==> config.mk <==
export PLATFORM = sky130hd
export DESIGN_NAME = fifo_push_arbiter_flat
export DESIGN_NICKNAME = d
export VERILOG_FILES = /design/src/rtl/fifo_push_arbiter_if.sv /design/src/rtl/fifo_push_arbiter.sv /design/src/flat_wrapper.sv
export SDC_FILE = /design/constraint.sdc
export NUM_CORES = 1
export LEC_CHECK = 0
export BUFFER_PORTS_ARGS = -buffer_cell sky130_fd_sc_hd__buf_2
export CORE_MARGIN = 3
export CORE_UTILIZATION = 48
export DETAILED_ROUTE_END_ITERATION = 6
export GPL_ROUTABILITY_DRIVEN = 0
export GPL_TIMING_DRIVEN = 0
export MAX_ROUTING_LAYER = met4
export PLACE_DENSITY = 0.83
export SLEW_MARGIN = 20
export SYNTH_ARGS = -nofsm -noshare
export SYNTH_HDL_FRONTEND = slang
export SYNTH_SLANG_ARGS = --single-unit
export TNS_END_PERCENT = 50
==> constraint.sdc <==
create_clock -name clk -period 6.07 [get_ports clk]
set_input_delay 0.607 -clock clk [delete_from_list [all_inputs] [get_ports clk]]
set_output_delay 0.607 -clock clk [all_outputs]
set_load 0.005 [all_outputs]
==> src/rtl/fifo_push_arbiter_if.sv <==
// rtl/fifo_push_arbiter_if.sv - requester and FIFO write-port signals of the push arbiter
interface fifo_push_arbiter_if #(
    parameter int N_REQ = 4,
    parameter int WIDTH = 4
);
    logic [N_REQ-1:0]       req;
    logic [N_REQ*WIDTH-1:0] req_data;
    logic [N_REQ-1:0]       ack;
    logic                   fifo_push;
    logic [WIDTH-1:0]       fifo_data;
    logic                   pop_done;

    modport master (
        input  req, req_data, pop_done,
        output ack, fifo_push, fifo_data
    );

    modport slave (
        output req, req_data, pop_done,
        input  ack, fifo_push, fifo_data
    );
endinterface

==> src/rtl/fifo_push_arbiter.sv <==
// rtl/fifo_push_arbiter.sv - credit-gated round-robin arbiter sharing one FIFO write port
module fifo_push_arbiter #(
    parameter int N_REQ = 4,
    parameter int WIDTH = 4,
    parameter int DEPTH = 4,
    localparam int IDW  = $clog2(N_REQ),
    localparam int UW   = $clog2(DEPTH) + 1
) (
    input  logic                  clk,
    input  logic                  rst,
    fifo_push_arbiter_if.master   bus,
    input  logic                  hold,
    output logic [UW-1:0]         used,
    output logic [IDW-1:0]        grant_id,
    output logic                  err
);

    logic             found;
    logic [IDW-1:0]   win;
    logic             grant;
    logic [N_REQ-1:0] ack_c;
    logic             push_q;
    logic [WIDTH-1:0] data_q;
    int               cand;

    // Search starts one past the last winner so priority rotates only on grants.
    always_comb begin
        found = 1'b0;
        win   = '0;
        cand  = 0;
        for (int k = 1; k <= N_REQ; k++) begin
            cand = int'(grant_id) + k;
            if (cand >= N_REQ) cand = cand - N_REQ;
            if (!found && bus.req[cand]) begin
                found = 1'b1;
                win   = IDW'(cand);
            end
        end
    end

    // A full credit count blocks grants even when a pop lands this cycle.
    assign grant = !rst && !hold && found && (used < UW'(DEPTH));

    always_comb begin
        ack_c = '0;
        if (grant) ack_c[win] = 1'b1;
    end

    assign bus.ack       = ack_c;
    assign bus.fifo_push = push_q;
    assign bus.fifo_data = data_q;

    always_ff @(posedge clk) begin
        if (rst) begin
            push_q   <= 1'b0;
            data_q   <= '0;
            used     <= '0;
            err      <= 1'b0;
            grant_id <= IDW'(N_REQ - 1);
        end else begin
            push_q <= grant;
            if (grant) begin
                data_q   <= bus.req_data[win*WIDTH +: WIDTH];
                grant_id <= win;
            end
            // Credit is taken at grant time, one cycle before the push reaches the FIFO.
            if (grant && !bus.pop_done) begin
                used <= used + 1'b1;
            end else if (!grant && bus.pop_done) begin
                if (used != '0) used <= used - 1'b1;
                else            err  <= 1'b1;
            end
        end
    end

endmodule

==> src/flat_wrapper.sv <==
// flat-port wrapper written by rule: the top's interface ports become plain ports
module fifo_push_arbiter_flat 
#(
    parameter int N_REQ = 4,
    parameter int WIDTH = 4,
    parameter int DEPTH = 4,
    localparam int IDW  = $clog2(N_REQ),
    localparam int UW   = $clog2(DEPTH) + 1
)
  (clk, rst, hold, used, grant_id, err, bus_req, bus_req_data, bus_pop_done, bus_ack, bus_fifo_push, bus_fifo_data);
  fifo_push_arbiter_if #(.N_REQ(N_REQ), .WIDTH(WIDTH)) bus_i ();
  input  logic clk;
  input  logic rst;
  input  logic hold;
  output logic [UW-1:0] used;
  output logic [IDW-1:0] grant_id;
  output logic err;
  input wire logic [$bits(bus_i.req)-1:0] bus_req;
  input wire logic [$bits(bus_i.req_data)-1:0] bus_req_data;
  input wire logic [$bits(bus_i.pop_done)-1:0] bus_pop_done;
  output wire logic [$bits(bus_i.ack)-1:0] bus_ack;
  output wire logic [$bits(bus_i.fifo_push)-1:0] bus_fifo_push;
  output wire logic [$bits(bus_i.fifo_data)-1:0] bus_fifo_data;
  assign bus_i.req = bus_req;
  assign bus_i.req_data = bus_req_data;
  assign bus_i.pop_done = bus_pop_done;
  assign bus_ack = bus_i.ack;
  assign bus_fifo_push = bus_i.fifo_push;
  assign bus_fifo_data = bus_i.fifo_data;
  fifo_push_arbiter #(.N_REQ(N_REQ), .WIDTH(WIDTH), .DEPTH(DEPTH)) u_core (.clk(clk), .rst(rst), .bus(bus_i), .hold(hold), .used(used), .grant_id(grant_id), .err(err));
endmodule
==> metrics.cfg <==
[place]
dp_hpwl_um=1540
portBuffers=37

[clocking]
numCtsBuffers=3
htree_num_levels=1
clk_pin_slew_ps=80
cts_sinks=11
cts_setup_buffers=0
clk_latency_ps=270
cts_root_buffer=clkbuf_4
cts_hold_buf=0
clock_path_buffers=2
post_cts_resized=0
tritoncts=done

[drt]
drt-pass1-iter-count=4
wl_per_cell_um=12.2
drtAntennaViolNets=0
wirelength_um=1880
drtIter0Drc=12
vias=843
drc=0
viasPerCell=5.47

[synthesis]
syn_inst=97
synth-edff-count=0
synthesis.area_um2=792
synth.most_common_cell=dfxtp_1
syn_avg_cell_area_um2=8.17
syn_nets=124
post-synth-top-area-fraction_pct=27.8
synth_common_cells=dfxtp_1, nand2_1, nor2_1
yosysSeqAreaShare_pct=27.8
synth-seq-cells=11
yosys.area.top_type=dfxtp_1
synth_warnings=0
async_flop_share_pct=0
synth_cell_types=34
yosys-top-cells-area=dfxtp_1, nand2_1, nor2_1, nand3_1, o31a_1
synth_top_flop_cell=dfxtp_1

[die]
initial_core_util_pct=52.0
fp-row-count=14
die_height_um=46.6
dieArea_um2=2170
core-area_um2=1520
ioPinCount=39
die_w_um=46.6

[setup_path]
path_max_fanout=10
cp.arrival_ps=2010
critPathCaptureType=primary output
critPathKind=in -> out
start_kind=input port
required_ps=5460

[sta]
fmax_mhz=382
setup_tns_ps=0
post-route-period-util_pct=43.2
hold_violations=0
maxSlewHeadroom_pct=70.5
grt_setup_unrepaired=no
setup_violations=0
worst-slew-pin-transition_ps=438
finClkSkew_ps=5.06
final_max_slew_viol_count=0
fin_crit_ps=2620

[power_and_ir_drop]
leakagePower_nw=0.505
total_power_uw=273
power_density_nw_per_um2=267
ir_drop_uv=143

[finish]
area_growth_pct=29.2
nNetsFinal=166
fillers=135
layout-drive-gt1-share_pct=39.1
antenna-diode-count=0

[global_routing]
antenna_found_initial=0
grt_pass1_wl_um=2750
grtUsageTotal_pct=18.6
grt_max_degree=11
grt-ovfl-total=0
grt_pass1_vias=655

[hold_path]
min_path_type=reg -> reg

[status]
status=finished clean

[run]
maxCapViolations=0

==> placed cells by master, fill, tap and decap left out, types with 2 or more instances in the layout <==
master    Yosys  final
a21oi_1       5      5
and4_1        3      3
buf_2         2     39
buf_6         2      2
clkbuf_4      0      3
dfxtp_1      11     11
ha_1          2      2
inv_1         4      4
mux2_2        3      3
nand2_1      10     10
nand2b_1      2      2
nand3_1       7      7
nand3_2       3      3
nor2_1       10     10
nor2b_1       2      2
nor3_1        3      3
nor4_1        2      2
o21a_1        2      2
o21ai_0       5      5
o31a_1        4      4
==> report_power, final <==
part | leakage (nW) | total [mW] | internal [mW] | switching (mW)
registers | 0.0906 | 0.103 | 0.0891 | 0.0144
clock network | 0.0150 | 0.0517 | 0.0255 | 0.0263
logic | 0.399 | 0.118 | 0.0591 | 0.0586
==> worst max-delay path: stages <==
cell and delay, ps:
buf_2 140, or3b_2 450, o311a_1 150, buf_2 180, nor2_1 220, and2_1 160, buf_2 100
==> kinds of logic (layout without fill, tap and decap cells) <==
group | count (synthesis) | in the layout | synth area share [%]
simple gates | 47 | 47 | 32.1
compound gates | 20 | 20 | 17.1
flops | 11 | 11 | 27.8
buf+inv | 10 | 51 | 9.64
mux | 4 | 4 | 5.53
fa+ha+maj | 3 | 3 | 5.69
xor+xnor | 2 | 2 | 2.21
==> layout make-up <==
type / instances / area, µm² / share of cell area, %
Multi-Input combinational cell: 76 / 495 / 48.4
Tap cell: 16 / 20.0 / 1.96
Buffer: 5 / 52.6 / 5.13
Clock buffer: 4 / 26.3 / 2.57
Inverter: 5 / 23.8 / 2.32
Sequential cell: 11 / 220 / 21.5
Timing Repair Buffer: 37 / 185 / 18.1
==> metal layers <==
metal / up-vias / GRT usage [%] / share of wire, %
li1: 426 / - / -
met1: 382 / 23.6 / 42
met2: 31 / 27.7 / 49
met3: 4 / 1.17 / 6.3
met4: 0 / 13.3 / 2.6
met5: - / - / 0
==> state kept, by name (all words and copies together), names as in the netlist <==
register / cells
u_core.bus.fifo_data: 4
u_core.bus.fifo_push: 1
u_core.err: 1
u_core.grant_id: 2
u_core.used: 3
==> metrics by stage <==
| step | setup slack [ps] | area, µm² | hold WS [ps] | utilization [%] | instances |
|---|---|---|---|---|---|
| global route | 3360 | 1020 | 486 | 67.2 | 154 |
| floorplan | 3450 | 792 | 457 | - | 97 |
| detailed placement | 3350 | 997 | 443 | 65.4 | 150 |
| CTS | 3440 | 1020 | 460 | 67.2 | 154 |
| global placement | 3360 | 997 | 438 | 65.4 | 150 |
| finish | 3450 | 1020 | 456 | 67.2 | 154 |
==> worst paths after layout <==
check / startpoint / endpoint / slack [ps] / cells past startpoint
worst max-delay path: bus_req[1] / bus_ack[0] / 3450 / 7
worst min-delay path: u_core.bus.fifo_data[0] / u_core.bus.fifo_data[0] / 460 / 2
worst max register to register: u_core.used[2] / u_core.used[2] / 3690 / 11
worst min register to register: u_core.bus.fifo_data[0] / u_core.bus.fifo_data[0] / 460 / 2
Power figures use the tool's default switching activity.
